[src/rtl/arith_shift_seq.sv]
// Sequential arithmetic left shifter: one 1-bit shift per clock over valid/ready handshakes.
// Optional sticky signed-overflow tracking is compiled in with `define ARITH_SHIFT_OVF_EN.
module arith_shift_seq #(
    parameter int WIDTH = 4,
    parameter int CNT_W = 3
) (
    input  logic             clk,
    input  logic             rst,
    input  logic             in_valid,
    output logic             in_ready,
    input  logic [WIDTH-1:0] in_data,
    input  logic [CNT_W-1:0] in_shamt,
    output logic             out_valid,
    input  logic             out_ready,
    output logic [WIDTH-1:0] out_data,
    output logic             out_ovf,
    output logic             busy
);

    typedef enum logic [1:0] {
        ST_IDLE  = 2'd0,
        ST_SHIFT = 2'd1,
        ST_DONE  = 2'd2
    } state_t;

    localparam logic [CNT_W-1:0] CNT_ZERO = {CNT_W{1'b0}};
    localparam logic [CNT_W-1:0] CNT_ONE  = {{(CNT_W-1){1'b0}}, 1'b1};

    state_t           state_q, state_d;
    logic [WIDTH-1:0] data_q, data_d;
    logic [CNT_W-1:0] cnt_q, cnt_d;
    logic             in_ready_q, out_valid_q, busy_q;

    // Next-state, operand and count computation.
    always_comb begin
        state_d = state_q;
        data_d  = data_q;
        cnt_d   = cnt_q;
        case (state_q)
            ST_IDLE: begin
                if (in_valid) begin
                    data_d  = in_data;
                    cnt_d   = in_shamt;
                    state_d = (in_shamt != CNT_ZERO) ? ST_SHIFT : ST_DONE;
                end else begin
                    state_d = ST_IDLE;
                end
            end
            ST_SHIFT: begin
                data_d = {data_q[WIDTH-2:0], 1'b0};
                cnt_d  = cnt_q - CNT_ONE;
                if (cnt_q == CNT_ONE) begin
                    state_d = ST_DONE;
                end else begin
                    state_d = ST_SHIFT;
                end
            end
            ST_DONE: begin
                if (out_ready) begin
                    state_d = ST_IDLE;
                end else begin
                    state_d = ST_DONE;
                end
            end
            default: begin
                state_d = ST_IDLE;
            end
        endcase
    end

    // State, datapath and handshake flags; flags are registered from the next state.
    always_ff @(posedge clk) begin
        if (rst) begin
            state_q     <= ST_IDLE;
            data_q      <= {WIDTH{1'b0}};
            cnt_q       <= CNT_ZERO;
            in_ready_q  <= 1'b1;
            out_valid_q <= 1'b0;
            busy_q      <= 1'b0;
        end else begin
            state_q     <= state_d;
            data_q      <= data_d;
            cnt_q       <= cnt_d;
            in_ready_q  <= (state_d == ST_IDLE);
            out_valid_q <= (state_d == ST_DONE);
            busy_q      <= (state_d != ST_IDLE);
        end
    end

`ifdef ARITH_SHIFT_OVF_EN
    logic ovf_q, ovf_d;

    // Overflow is sticky: any step whose two top bits differ flips the sign.
    always_comb begin
        ovf_d = ovf_q;
        case (state_q)
            ST_IDLE: begin
                if (in_valid) begin
                    ovf_d = 1'b0;
                end else begin
                    ovf_d = ovf_q;
                end
            end
            ST_SHIFT: begin
                ovf_d = ovf_q | (data_q[WIDTH-1] ^ data_q[WIDTH-2]);
            end
            default: begin
                ovf_d = ovf_q;
            end
        endcase
    end

    // Overflow flag register.
    always_ff @(posedge clk) begin
        if (rst) begin
            ovf_q <= 1'b0;
        end else begin
            ovf_q <= ovf_d;
        end
    end

    assign out_ovf = ovf_q;
`else
    assign out_ovf = 1'b0;
`endif

    assign in_ready  = in_ready_q;
    assign out_valid = out_valid_q;
    assign busy      = busy_q;
    assign out_data  = data_q;

endmodule

[config.mk]
export PLATFORM = sky130hd
export DESIGN_NAME = arith_shift_seq
export DESIGN_NICKNAME = d
export VERILOG_FILES = /design/src/rtl/arith_shift_seq.sv
export SDC_FILE = /design/constraint.sdc
export NUM_CORES = 1
export LEC_CHECK = 0
export CAP_MARGIN = 20
export CORE_UTILIZATION = 39
export DETAILED_ROUTE_END_ITERATION = 10
export GPL_ROUTABILITY_DRIVEN = 1
export PLACE_DENSITY = 0.72
export SYNTH_ARGS = -nofsm -noshare
export SYNTH_HDL_FRONTEND = slang
export SYNTH_SLANG_ARGS = --single-unit
[constraint.sdc]
create_clock -name clk -period 1.05 [get_ports clk]
set_input_delay 0.21 -clock clk [delete_from_list [all_inputs] [get_ports clk]]
set_output_delay 0.21 -clock clk [all_outputs]
set_load 0.01 [all_outputs]
# Word level (Yosys, flattened, before mapping)
# Cells that the tools add are included.
dict set report totals {
  ff_bits 12
  latch_bits 0
  mem_bits_rw 0
  mem_bits_ro 0
  wordCells 27
  memories 0
}
dict set report op_classes {
  n_addsub 1
  multipliers 0
  div 0
  order_cmp 0
  eq_ne 5
  shift 0
  n_mux 9
  bitwise_logic 0
  n_reduce_logical 6
}
# op n
set ops {}
lappend ops {{two-way mux 2 bit} 4}
lappend ops {{one-hot mux 4 bit (2 select lines)} 1}
lappend ops {{one-hot mux 2 bit (3 select lines)} 1}
lappend ops {{one-hot mux 3 bit (2 select lines)} 1}
lappend ops {{== test 2 bit, second input constant} 2}
lappend ops {{logical NOT 2 bit} 2}
lappend ops {{two-way mux 4 bit} 1}
lappend ops {{nonzero test 2 bit} 2}
lappend ops {{== test 3 x 1 -> 1 bit, second input constant} 1}
lappend ops {{two-way mux 3 bit} 1}
lappend ops {{nonzero test 3 bit} 1}
lappend ops {{subtractor 3 x 1 -> 3 bit, second input constant} 1}
lappend ops {{== test 2 x 1 -> 1 bit, second input constant} 1}
lappend ops {{inequality test 2 bit, second input constant} 1}
lappend ops {{AND reduction 2 bit} 1}

# Depth between registers and ports, before layout
# Gate-level depths: netlist of run 1.
dict set report depth {
  depth_word 5
  mapped_depth 5
  depth_no_buf 5
}

# Worst setup path after synthesis of run 1
# No wires, ideal clock.
dict set report synth_path {
  path_kind {reg2reg}
  start {register cnt_q[1]}
  end {register out_valid_q (netlist: out_valid)}
  setup_ns 0.126
  arrival_ns 0.946
  required_time_ns 0.924
  path_slack_ns -0.022
  path_stages_with_launch 6
  synth_period_minus_slack_ns 1.072
  cell_sequence {dfxtp_1 > inv_1 > ha_1 > nor2b_1 > a221oi_2 > nor2_1}
}
dict set report synth_between {
  elab_chain_len 4
}
# item line_no
set synth_lines {}
lappend synth_lines {{from (decl)} 31} ;# logic [CNT_W-1:0] cnt_q, cnt_d;
lappend synth_lines {{from (signal assigned)} 83} ;# cnt_q <= cnt_d;
lappend synth_lines {{== test 3 x 1 -> 1 bit} 52} ;# if (cnt_q == CNT_ONE) begin
lappend synth_lines {{two-way mux 2 bit} 52}
lappend synth_lines {{one-hot mux 2 bit (3 select lines)} 39} ;# case (state_q)
lappend synth_lines {{== test 2 bit} 85} ;# out_valid_q <= (state_d == ST_DONE);
lappend synth_lines {{to (signal assigned)} 85}
lappend synth_lines {{to (decl)} 32} ;# logic in_ready_q, out_valid_q, busy_q;
# Every way passes these cells.
# A chain may end at the register's enable or synchronous reset.

# Worst setup path after layout of run 1
dict set report layout_path {
  start {register cnt_q[1]}
  end {register state_q[1]}
}
dict set report layout_between {
  elab_chain_len 3
}
# item line_no
set layout_lines {}
lappend layout_lines {{== test 3 x 1 -> 1 bit} 52}
lappend layout_lines {{two-way mux 2 bit} 52}
lappend layout_lines {{one-hot mux 2 bit (3 select lines)} 39}
lappend layout_lines {{to (signal assigned)} 81} ;# state_q <= state_d;
lappend layout_lines {{to (decl)} 29} ;# state_t state_q, state_d;
# Every way passes these cells.

==> results of run 1 <==
## repair_timing
item | in CTS | in global routing
pin swaps | 5 | 0
gates resized for setup | 31 | 12
setup endpoints to repair | 18 | 16
cloned | 0 | 0
## critical path, delay by kind of cell, from the launching register on
family,cells,cell delay [ps]
flip-flops,1,330
AO/OA/AOI/OAI,1,260
AND/OR/NAND/NOR,2,190
adder cells (fa/ha/maj),1,150
buffers and inverters,1,60
## final cells by class
class | count | area [µm²]
clock buffers | 4 | 36.28
fillers | 97 | 417.9
inverters | 6 | 22.52
multi-input cells | 43 | 361.6
flip-flops and latches | 12 | 252.7
well taps | 15 | 18.77
repair buffers | 30 | 240.2
## worst max path at each step
| stage | to | slack [ps] | depth (start not counted) |
|---|---|---|---|
| after floorplan | out_valid | -10 | 5 |
| after global placement | out_valid | -340 | 5 |
| after detailed placement | out_data[2] | -360 | 5 |
| after CTS | state_q[1] | -60 | 5 |
| after global routing | state_q[1] | -140 | 5 |
| final | state_q[1] | -40 | 5 |
## metrics by stage
step                cell area, µm²  std cells
global route                 932.1        110
floorplan                    611.8         65
global placement             864.6        106
CTS                          935.9        110
finish                       932.1        110
detailed placement           864.6        106
## where the power goes
group | leakage, nW | internal (mW) | switching (mW) | total, mW
Sequential | 0.102 | 0.508 | 0.0359 | 0.544
Clock | 0.0210 | 0.211 | 0.166 | 0.377
Combinational | 0.276 | 0.206 | 0.169 | 0.375
Total | 0.399 | 0.925 | 0.371 | 1.30
## kinds of logic after synthesis
| kind of cell | synth area share |
|---|---|
| adders and majority gates | 0.04273 |
| and+or+nand+nor | 0.2393 |
| AOI/OAI and AO/OA | 0.2115 |
| buffers and inverters | 0.08973 |
| other | 0.006404 |
| DFF | 0.4103 |
## metal layers
layer | global-route usage | vias to the layer above | part of all wire
met2 | 0.2897 | 13 | 0.47
met5 | 0 | - | 0
li1 | - | 286 | -
met4 | 0.1500 | 0 | 0.031
met1 | 0.2248 | 255 | 0.47
met3 | 0.01630 | 5 | 0.031
## registers in the layout (all words and copies together), names as in the netlist
register and count:
busy 1, cnt_q 3, in_ready 1, out_data 4, out_valid 1, state_q 2
## layout by cell type (no fill, tap or decap), types with 3 or more instances in the layout
cell                              instances
sky130_fd_sc_hd__dfxtp_1                  4
sky130_fd_sc_hd__buf_2                    4
sky130_fd_sc_hd__nand2_1                  8
sky130_fd_sc_hd__dfxtp_2                  7
sky130_fd_sc_hd__clkdlybuf4s50_1          9
sky130_fd_sc_hd__nor2_1                   3
sky130_fd_sc_hd__inv_2                    3
sky130_fd_sc_hd__clkbuf_4                 3
sky130_fd_sc_hd__inv_1                    3
sky130_fd_sc_hd__a31oi_1                  4
sky130_fd_sc_hd__buf_4                   12
sky130_fd_sc_hd__o21ai_1                  3
==> run summary, run 1 <==
The core region is 0.001350 mm². The CTS buffer count came out at 3. The synthesized area per cell came out at approximately 9.0 µm². In the synthesized netlist, the number of instances is 65. The placement row count came out at 13.

The number of iterations in the first detailed-routing pass is 4. The worst endpoint data arrival time is 1260 ps. The maximum number of pins on one net before global-route repair came out at 8. The cell area after synthesis came out at 585.6 µm². The buffer cell driving the clock tree root is sky130_fd_sc_hd__clkbuf_4.

The detail route stage leaves a number of antenna-violating nets equal to 0. After layout, the worst setup slack is -41.48 ps. The reg2reg setup slack came out at -40 ps.

The first-iteration detailed-routing DRC count is 12. The post-synthesis cell type with the largest combined area is sky130_fd_sc_hd__dfxtp_1. The wire length after detailed routing is roughly 1300 µm. For this design the static power due to leakage is 0.3992 nW. The tightest hold margin came out at 484.8 ps. The tool flagged a number of max-cap violations equal to 0. The number of buffers added on ports is 17. The count of pins on the block boundary came out at 19.

From left edge to right edge, the die measures 40.75 µm. Along the worst hold path, the cell count comes to 1. The via total after detailed routing came out at 559.

For this run, the total global-route usage over all layers was measured as 0.1838. The share of the yosys chip area belonging to registers came out at 0.4103. The via count of the first global-routing pass came out at 459.

Of all nets on the critical path, the largest fanout is 3. Among all stages on the critical path, the largest delay is contributed by sky130_fd_sc_hd__dfxtp_2. Data on the critical path is required at its endpoint by 1220 ps. Among all flip-flop cells after synthesis, the most frequent one is sky130_fd_sc_hd__dfxtp_1. Ranked by total cell area, the synthesized netlist is headed by sky130_fd_sc_hd__dfxtp_1 41%, sky130_fd_sc_hd__nand2_1 5.1%, sky130_fd_sc_hd__a31oi_1 4.3%. The critical path starts at cnt_q[1]. The sort of element at the end of the critical path is a flip-flop. The number of nets at the end of the flow is 109.

The accumulated negative setup slack is -108.8 ps. The most common cell in the synthesized netlist is sky130_fd_sc_hd__dfxtp_1. The initial utilization of the core area, before any placement, comes to 0.4337. The number of synthesized flops with an enable pin is 0. Between clock sinks in the finished design, the worst skew comes to approximately 2.2 ps. The worst hold path begins at state_q[1]. Synthesis instantiated 29 different standard cells from the library. The number of nets produced by synthesis came out at 78. The critical path in this run is classified as reg2reg.

The largest single stage delay on the critical path is about 330 ps. The power density over cell area came out at around 1400 mW/mm². The hold-fix buffer count after cts came out at 0. STA classifies the critical path startpoint as a flip-flop. The max-slew violation total from the final report is 0. The design draws around 1.3 mW. The HPWL after detailed placement came out at 935.2 µm. Traced cell by cell, the critical path runs through inv_2 -> ha_4 -> nor2b_4 -> a221oi_2 -> nor2_1. The endpoint identified for the worst register-to-register timing path is state_q[1]. The die covers around 0.0017 mm².

Setup violations remaining at the end of the flow were counted as 5. The Yosys warning count came out at 0. The path depth of the worst reg2reg path came out at 5. The via density per instance came out at around 5.1. The first global-routing pass estimated 1918 µm of wire. The repair_antennas step left the layout with diodes totalling 0.

In this run the critical register-to-register path is launched from cnt_q[1]. The path with the worst hold slack has its endpoint at state_q[0]. The maximum level of the CTS H-tree came out at 1. The upper clock frequency limit came out at around 920 MHz. The wire length per cell is 12.18 µm. Sorting the synthesized cells by how often they occur yields 12 x sky130_fd_sc_hd__dfxtp_1, 8 x sky130_fd_sc_hd__nand2_1, 5 x sky130_fd_sc_hd__inv_1. The post-placement setup slack is -359.1 ps. The async set-or-reset flop fraction in the synthesized netlist is 0. The share of the synthesized area in the top cell type came out at 0.4103. Setup repair after global routing could not meet its margin everywhere.

The initial antenna violation count was 0. The post-CTS setup-driven buffer insertion count is 0. The clock insertion delay at the later pin of the skew report came out at 280 ps.

Of the cells placed in the final design, the portion with a size suffix greater than 1 is 0.4947. In the finished design, the share of the clock period the worst path needs comes to 1.040. The area growth from synthesis to layout is 59.19%. The count of endpoints failing hold in the final timing report came out at 0. The final reports fail on negative setup slack. The DRC violation count after routing is 0.

The clock transition time at the flip-flop clock pins of the worst setup and hold paths is approximately 80 ps. The tightest min-delay check is of the reg2reg type. At the end of routability-driven placement, the weighted congestion stood at between 0.8 and 0.9. Clock tree synthesis found a total of 12 sinks. The utilization after layout came out at 0.6905. The maximum root-to-sink buffer count is 2. TritonCTS built the clock tree.

The run finished, with violations left. The minimum clock period after layout came out at 1091 ps. Counting flops and latches in the post-synthesis netlist gives 12. The worst ir drop on vdd is 0.9683 mV. The global-route congestion overflow total is 0.

The chip height is 40.75 µm.
No activity file was read; power rests on OpenSTA's default activity.
==> run 2: changes to the inputs <==
--- a/config.mk
+++ b/config.mk
@@ -13,3 +13,4 @@
 export SYNTH_ARGS = -nofsm -noshare
 export SYNTH_HDL_FRONTEND = slang
 export SYNTH_SLANG_ARGS = --single-unit
+export TNS_END_PERCENT = 10
==> run summary, run 2 (synthesis results as in run 1) <==
The timing startpoint of the critical path is cnt_q[1]. The sort of element at the end of the critical path is a flip-flop. The class of the tightest hold or removal check is reg2reg. The CTS buffer count is 3. The count of endpoints failing hold in the final timing report came out at 0. In the final layout, the share of cells above drive strength 1 is 0.4737.

The number of nets at the end of the flow is 109. The flip-flop count of the largest register, all copies and words added came out at 4. The count of placed standard cells in the final layout, fillers left out came out at 110. The placed instance count is 106. The combinational group share of total power is 0.272. Setup repair after global routing could not meet its margin everywhere.

The count of pins on the block boundary came out at 19. The switching power summed over all nets came out at 0.3565 mW. The core region is ~0.0014 mm². The routed design has 1312 µm of wire. TritonCTS built the clock tree. For this design the ratio of total power to cell area is 1415 mW/mm². The post-CTS setup-driven buffer insertion count is 0. Setup slack on the critical path of the routed design comes to -45.54 ps. The number of sinks handled by clock tree synthesis is 12.

The maximum level of the CTS H-tree came out at 1. The maximum number of pins on one net before global-route repair is 8. The DRC violation count after routing is 0.

The die covers 0.001661 mm². The worst ir drop on vdd came out at 0.8961 mV. Clock-pin slew was measured on the worst setup and hold paths at approximately 80 ps. STA puts the critical path data arrival time at 1260 ps. The initial core utilization is 0.4337. The final reports fail on negative setup slack. The maximum root-to-sink buffer count came out at 2.

Derived from the worst setup path, the maximum achievable clock frequency is 912.8 MHz. Setup violations remaining at the end of the flow were counted as 4. STA classifies the critical path startpoint as a flip-flop. The global placement routability congestion is ~0.83. The utilization after layout came out at 0.6617.

The internal portion of the total power is about 0.91 mW. Dividing the detail-routed via count by the number of cells gives 5.100. The wire length per cell is 11.93 µm. The clock network fraction of total power is 0.299. The minimum clock period after layout came out at between 1000 and 1500 ps. Dividing the final minimum period by the clock period gives 1.043. The number of routed nets with antenna violations came out at 0. Of the total power, the share spent switching nets is 0.2821.

The first global-routing pass estimated 2042 µm of wire. The combined global-route utilization of all metal layers is 0.2000. The worst hold path begins at state_q[1]. The horizontal die dimension is 40.75 µm. The clock skew after layout is 6.872 ps.

The buffer cell driving the clock tree root is sky130_fd_sc_hd__clkbuf_4. Buffers placed on the I/O ports in this run total 17. The max-slew violation total from the final report is 0. Compared with the post-synthesis result, the final layout area differs by 52.56%. The cell area after placement is 864.6 µm². The placement row count is 13. The number of iterations in the first detailed-routing pass came out at 4. Max-cap violations in this run came to 0. The top cell types in the final layout, fill and taps aside, are 13 x sky130_fd_sc_hd__buf_4, 9 x sky130_fd_sc_hd__clkdlybuf4s50_1, 8 x sky130_fd_sc_hd__nand2_1, 5 x sky130_fd_sc_hd__dfxtp_1, 5 x sky130_fd_sc_hd__dfxtp_2. Of the total power, registers draw 0.429. The critical path is of the reg2reg type. The chip height is 40.75 µm. The finished layout cell area is 893.4 µm².

Counting the fill cells in the layout gives 118. The clock insertion delay at the later pin of the skew report came out at 280 ps. The flow ran to the end, but the final reports show violations.

The global-route congestion overflow total is 0. The hold-fix buffer count after cts came out at 0. The via total after detailed routing came out at 561. The first-iteration detailed-routing DRC count is 9. 0 antenna diodes ended up in the layout. The data required time at the worst endpoint came out at between 1000 and 1500 ps. The via count of the first global-routing pass came out at 479. The highest net fanout along the worst path came out at 3.

The total leakage power is about 0.39 nW. The tightest hold margin came out at 479.5 ps. In this run the critical register-to-register path is launched from cnt_q[1]. The initial antenna violation count came out at 0. The most common library cell in the layout ignoring fill and taps is sky130_fd_sc_hd__buf_4. The HPWL after detailed placement came out at around 1000 µm.
## run 2: cell type report
cell class,instances,area (µm²),share of cell area
sequential,12,254.0,0.2843
tap,15,18.77,0.02101
clock buffer,4,36.28,0.04062
timing repair buffer,30,231.5,0.2591
multi-input combinational,43,330.3,0.3697
inverter,6,22.52,0.02521
## run 2: through the flow
stage	TNS [ps]	setup slack (ps)	total power, mW
after floorplan	-27.72	-12.65	0.7392
after global placement	-3566	-347.2	0.9001
after detailed placement	-3762	-376.3	0.9071
after CTS	-140.0	-48.88	1.288
after global routing	-676.4	-111.8	1.341
final	-119.0	-45.54	1.264
## run 2: worst max-delay path, stage by stage, from the launching register on
cell	delay [ps]
sky130_fd_sc_hd__dfxtp_2	330
sky130_fd_sc_hd__inv_2	50
sky130_fd_sc_hd__ha_4	140
sky130_fd_sc_hd__nor2b_4	120
sky130_fd_sc_hd__a221oi_2	270
sky130_fd_sc_hd__nor2_1	60
## run 2: power by group through the flow
stage / Sequential (mW) / Combinational (mW) / Clock [mW]
6_report: 0.542 / 0.344 / 0.378
2_1_floorplan: 0.555 / 0.184 / 0
3_5_place_dp: 0.551 / 0.356 / 0
5_1_grt: 0.550 / 0.378 / 0.412
4_1_cts: 0.542 / 0.358 / 0.388
3_3_place_gp: 0.548 / 0.352 / 0
## run 2: timing repair
item / in CTS / in global routing
gates resized for setup: 28 / 10
endpoints found under the setup margin: 17 / 17
pin swaps: 4 / 0
## run 2: final timing paths
| path | to | slack (ps) | cells after the start |
|---|---|---|---|
| hold reg to reg | state_q[0] | 480 | 1 |
| hold / removal | state_q[0] | 480 | 1 |
| setup reg to reg | state_q[1] | -50 | 5 |
| setup / recovery | state_q[1] | -50 | 5 |
## run 2: metal layers
| metal | vias up | global-route usage | wire, µm |
|---|---|---|---|
| li1 | 287 | - | - |
| met4 | 0 | 0.1250 | 8 |
| met3 | 2 | 0.06522 | 60 |
| met2 | 17 | 0.3016 | 583 |
| met1 | 255 | 0.2426 | 659 |
| met5 | - | 0 | 0 |
==> run 3: changes to the inputs <==
--- a/config.mk
+++ b/config.mk
@@ -7,10 +7,11 @@
 export LEC_CHECK = 0
 export CAP_MARGIN = 20
 export CORE_UTILIZATION = 39
+export CTS_CLUSTER_SIZE = 25
 export DETAILED_ROUTE_END_ITERATION = 10
 export GPL_ROUTABILITY_DRIVEN = 1
 export PLACE_DENSITY = 0.72
 export SYNTH_ARGS = -nofsm -noshare
 export SYNTH_HDL_FRONTEND = slang
 export SYNTH_SLANG_ARGS = --single-unit
-export TNS_END_PERCENT = 10
+export TNS_END_PERCENT = 30
==> run summary, run 3 (synthesis results as in run 1) <==
The cell area after placement came out at around 860 µm². The wire length after detailed routing is ~1300 µm. TritonCTS built the clock tree. The core region area came out at 0.001350 mm². Clock skew on the completed layout was measured at 6.993 ps. Counting the buffers created by CTS gives 3.

The accumulated negative setup slack came out at -139.1 ps. The initial antenna violation count was 0. The global-route congestion overflow total is 0. The setup slack after layout is -45.23 ps. The max-slew violation total from the final report is 0.

The maximum level of the CTS H-tree came out at 1. The via count of the first global-routing pass is between 400 and 500. The worst ir drop on vdd is 0.8939 mV. The first global-routing pass estimated 2014 µm of wire. After detailed routing, the average wire length per cell comes to about 12 µm. The first detailed-routing pass took 4 iterations.

The register with the most flip-flops in the layout has 4 of them. In this run the worst hold path is classified as reg2reg. The number of buffers added on ports came out at 17.

The library cell used most frequently in the layout, excluding fill and tap cells, is sky130_fd_sc_hd__buf_4. The number of nets at the end of the flow is 109. The type of the setup path with the least slack is reg2reg. The worst endpoint data arrival time is about 1300 ps. The upper clock frequency limit came out at 913.1 MHz. The clock transition time at the flip-flop clock pins of the worst setup and hold paths came out at ~80 ps.

The minimum clock period after layout is 1095 ps. The data required time at the worst endpoint is approximately 1200 ps. Entering global routing, the biggest net connects 8 pins. The count of endpoints failing hold in the final timing report was 0. The number of routed nets with antenna violations came out at 0. The number of sinks handled by clock tree synthesis came out at 12.

The initial core utilization is 0.4337. At the end of routability-driven placement, the weighted congestion stood at approximately 0.83. In this run the critical register-to-register path is launched from cnt_q[1]. The fraction of final layout cells with drive strength greater than 1 came out at 0.4842.

The die outline area came out at ~0.0017 mm². The placed instance count came out at 106. STA classifies the critical path startpoint as a flip-flop. The via density per instance came out at 5.136. The hold-fix buffer count after cts came out at 0. The power density over cell area came out at 1404 mW/mm². The count of placed standard cells in the final layout, fillers left out came out at 110. In this run the worst setup path begins at cnt_q[1].

The total leakage power came out at 0.3935 nW. After detailed routing, the number of remaining DRC violations is 0. In this run the deepest clock path goes through 2 buffers. The clock insertion delay at the later pin of the skew report is ~280 ps. Measured along the y axis, the die boundary spans between 40 and 50 µm. In this run the most critical hold path is launched from state_q[1]. The HPWL after detailed placement came out at 985.7 µm. The first-iteration detailed-routing DRC count came out at 13. Once the clock tree was built, the setup fixing pass inserted 0 buffers. Clock tree synthesis selected as its root buffer the cell sky130_fd_sc_hd__clkbuf_4. The floorplan step set the die width to 40.75 µm.

The via total after detailed routing came out at 565. The antenna diode count came out at 0. The final reports fail on negative setup slack. In the finished design, the share of the clock period the worst path needs comes to 1.043. The setup violation total in the final timing report came out at 6.

Setup repair after global routing could not meet its margin everywhere. The placement row count is 13. STA classifies the critical path endpoint as a flip-flop.

The synthesis-to-finish area growth came out at 55.13%. The flow ran to the end, but the final reports show violations. The count of pins on the block boundary is 19.

The library cells used most frequently in the layout, excluding fill and tap cells, are 13 x sky130_fd_sc_hd__buf_4, 9 x sky130_fd_sc_hd__clkdlybuf4s50_1, 8 x sky130_fd_sc_hd__nand2_1, 6 x sky130_fd_sc_hd__dfxtp_2. The number of max-capacitance violations reported is 0. After routing the design area is 908.4 µm². The combined global-route utilization of all metal layers came out at 0.1977. The highest net fanout along the worst path is 3.
==> run 3: cell counts in the layout (fill, tap and decap cells not counted) <==
Identical to the previous run, type by type.
==> run 3: power by group <==
part | internal [mW] | total [mW] | switching, mW
Combinational | 0.194 | 0.352 | 0.158
Sequential | 0.506 | 0.544 | 0.0373
Clock | 0.211 | 0.379 | 0.168
==> run 3: critical path: stages (launching register included) <==
cell and delay (ps):
sky130_fd_sc_hd__dfxtp_2 330, sky130_fd_sc_hd__inv_2 50, sky130_fd_sc_hd__ha_4 140, sky130_fd_sc_hd__nor2b_4 120, sky130_fd_sc_hd__a221oi_2 270, sky130_fd_sc_hd__nor2_1 60
==> run 3: repair_timing <==
item | CTS | global route
pin swaps | 4 | 0
resized for setup | 32 | 9
setup endpoints to repair | 17 | 18
==> run 3: final timing paths <==
kind	slack, ps	cells past startpoint	endpoint
max	-50	5	state_q[1]
min	480	1	state_q[0]
max reg2reg	-50	5	state_q[1]
min reg2reg	480	1	state_q[0]
==> run 3: final cells by class <==
| type | count | area [µm²] |
|---|---|---|
| fill | 119 | 441.7 |
| sequential | 12 | 255.2 |
| timing repair buffer | 30 | 231.5 |
| tap | 15 | 18.77 |
| clock buffer | 4 | 36.28 |
| inverter | 6 | 22.52 |
| multi-input combinational | 43 | 344.1 |
==> run 3: metal layers <==
metal	wire (µm)	part of all wire	global-route usage	up-vias
met5	0	0	0	-
li1	-	-	-	287
met1	618	0.46	0.2361	257
met2	630	0.47	0.3016	17
met4	29	0.022	0.1250	0
met3	63	0.047	0.06522	4
==> run 3: through the flow <==
stage	power, mW	setup WS (ps)	util	hold WS (ps)
5_1_grt	1.350	-111.7	0.6728	483.1
6_report	1.275	-45.23	0.6728	481.7
2_1_floorplan	0.7392	-12.65	-	348.9
3_3_place_gp	0.9001	-347.2	0.6404	511.5
3_5_place_dp	0.9071	-376.3	0.6404	523.0
4_1_cts	1.296	-48.88	0.6942	481.3
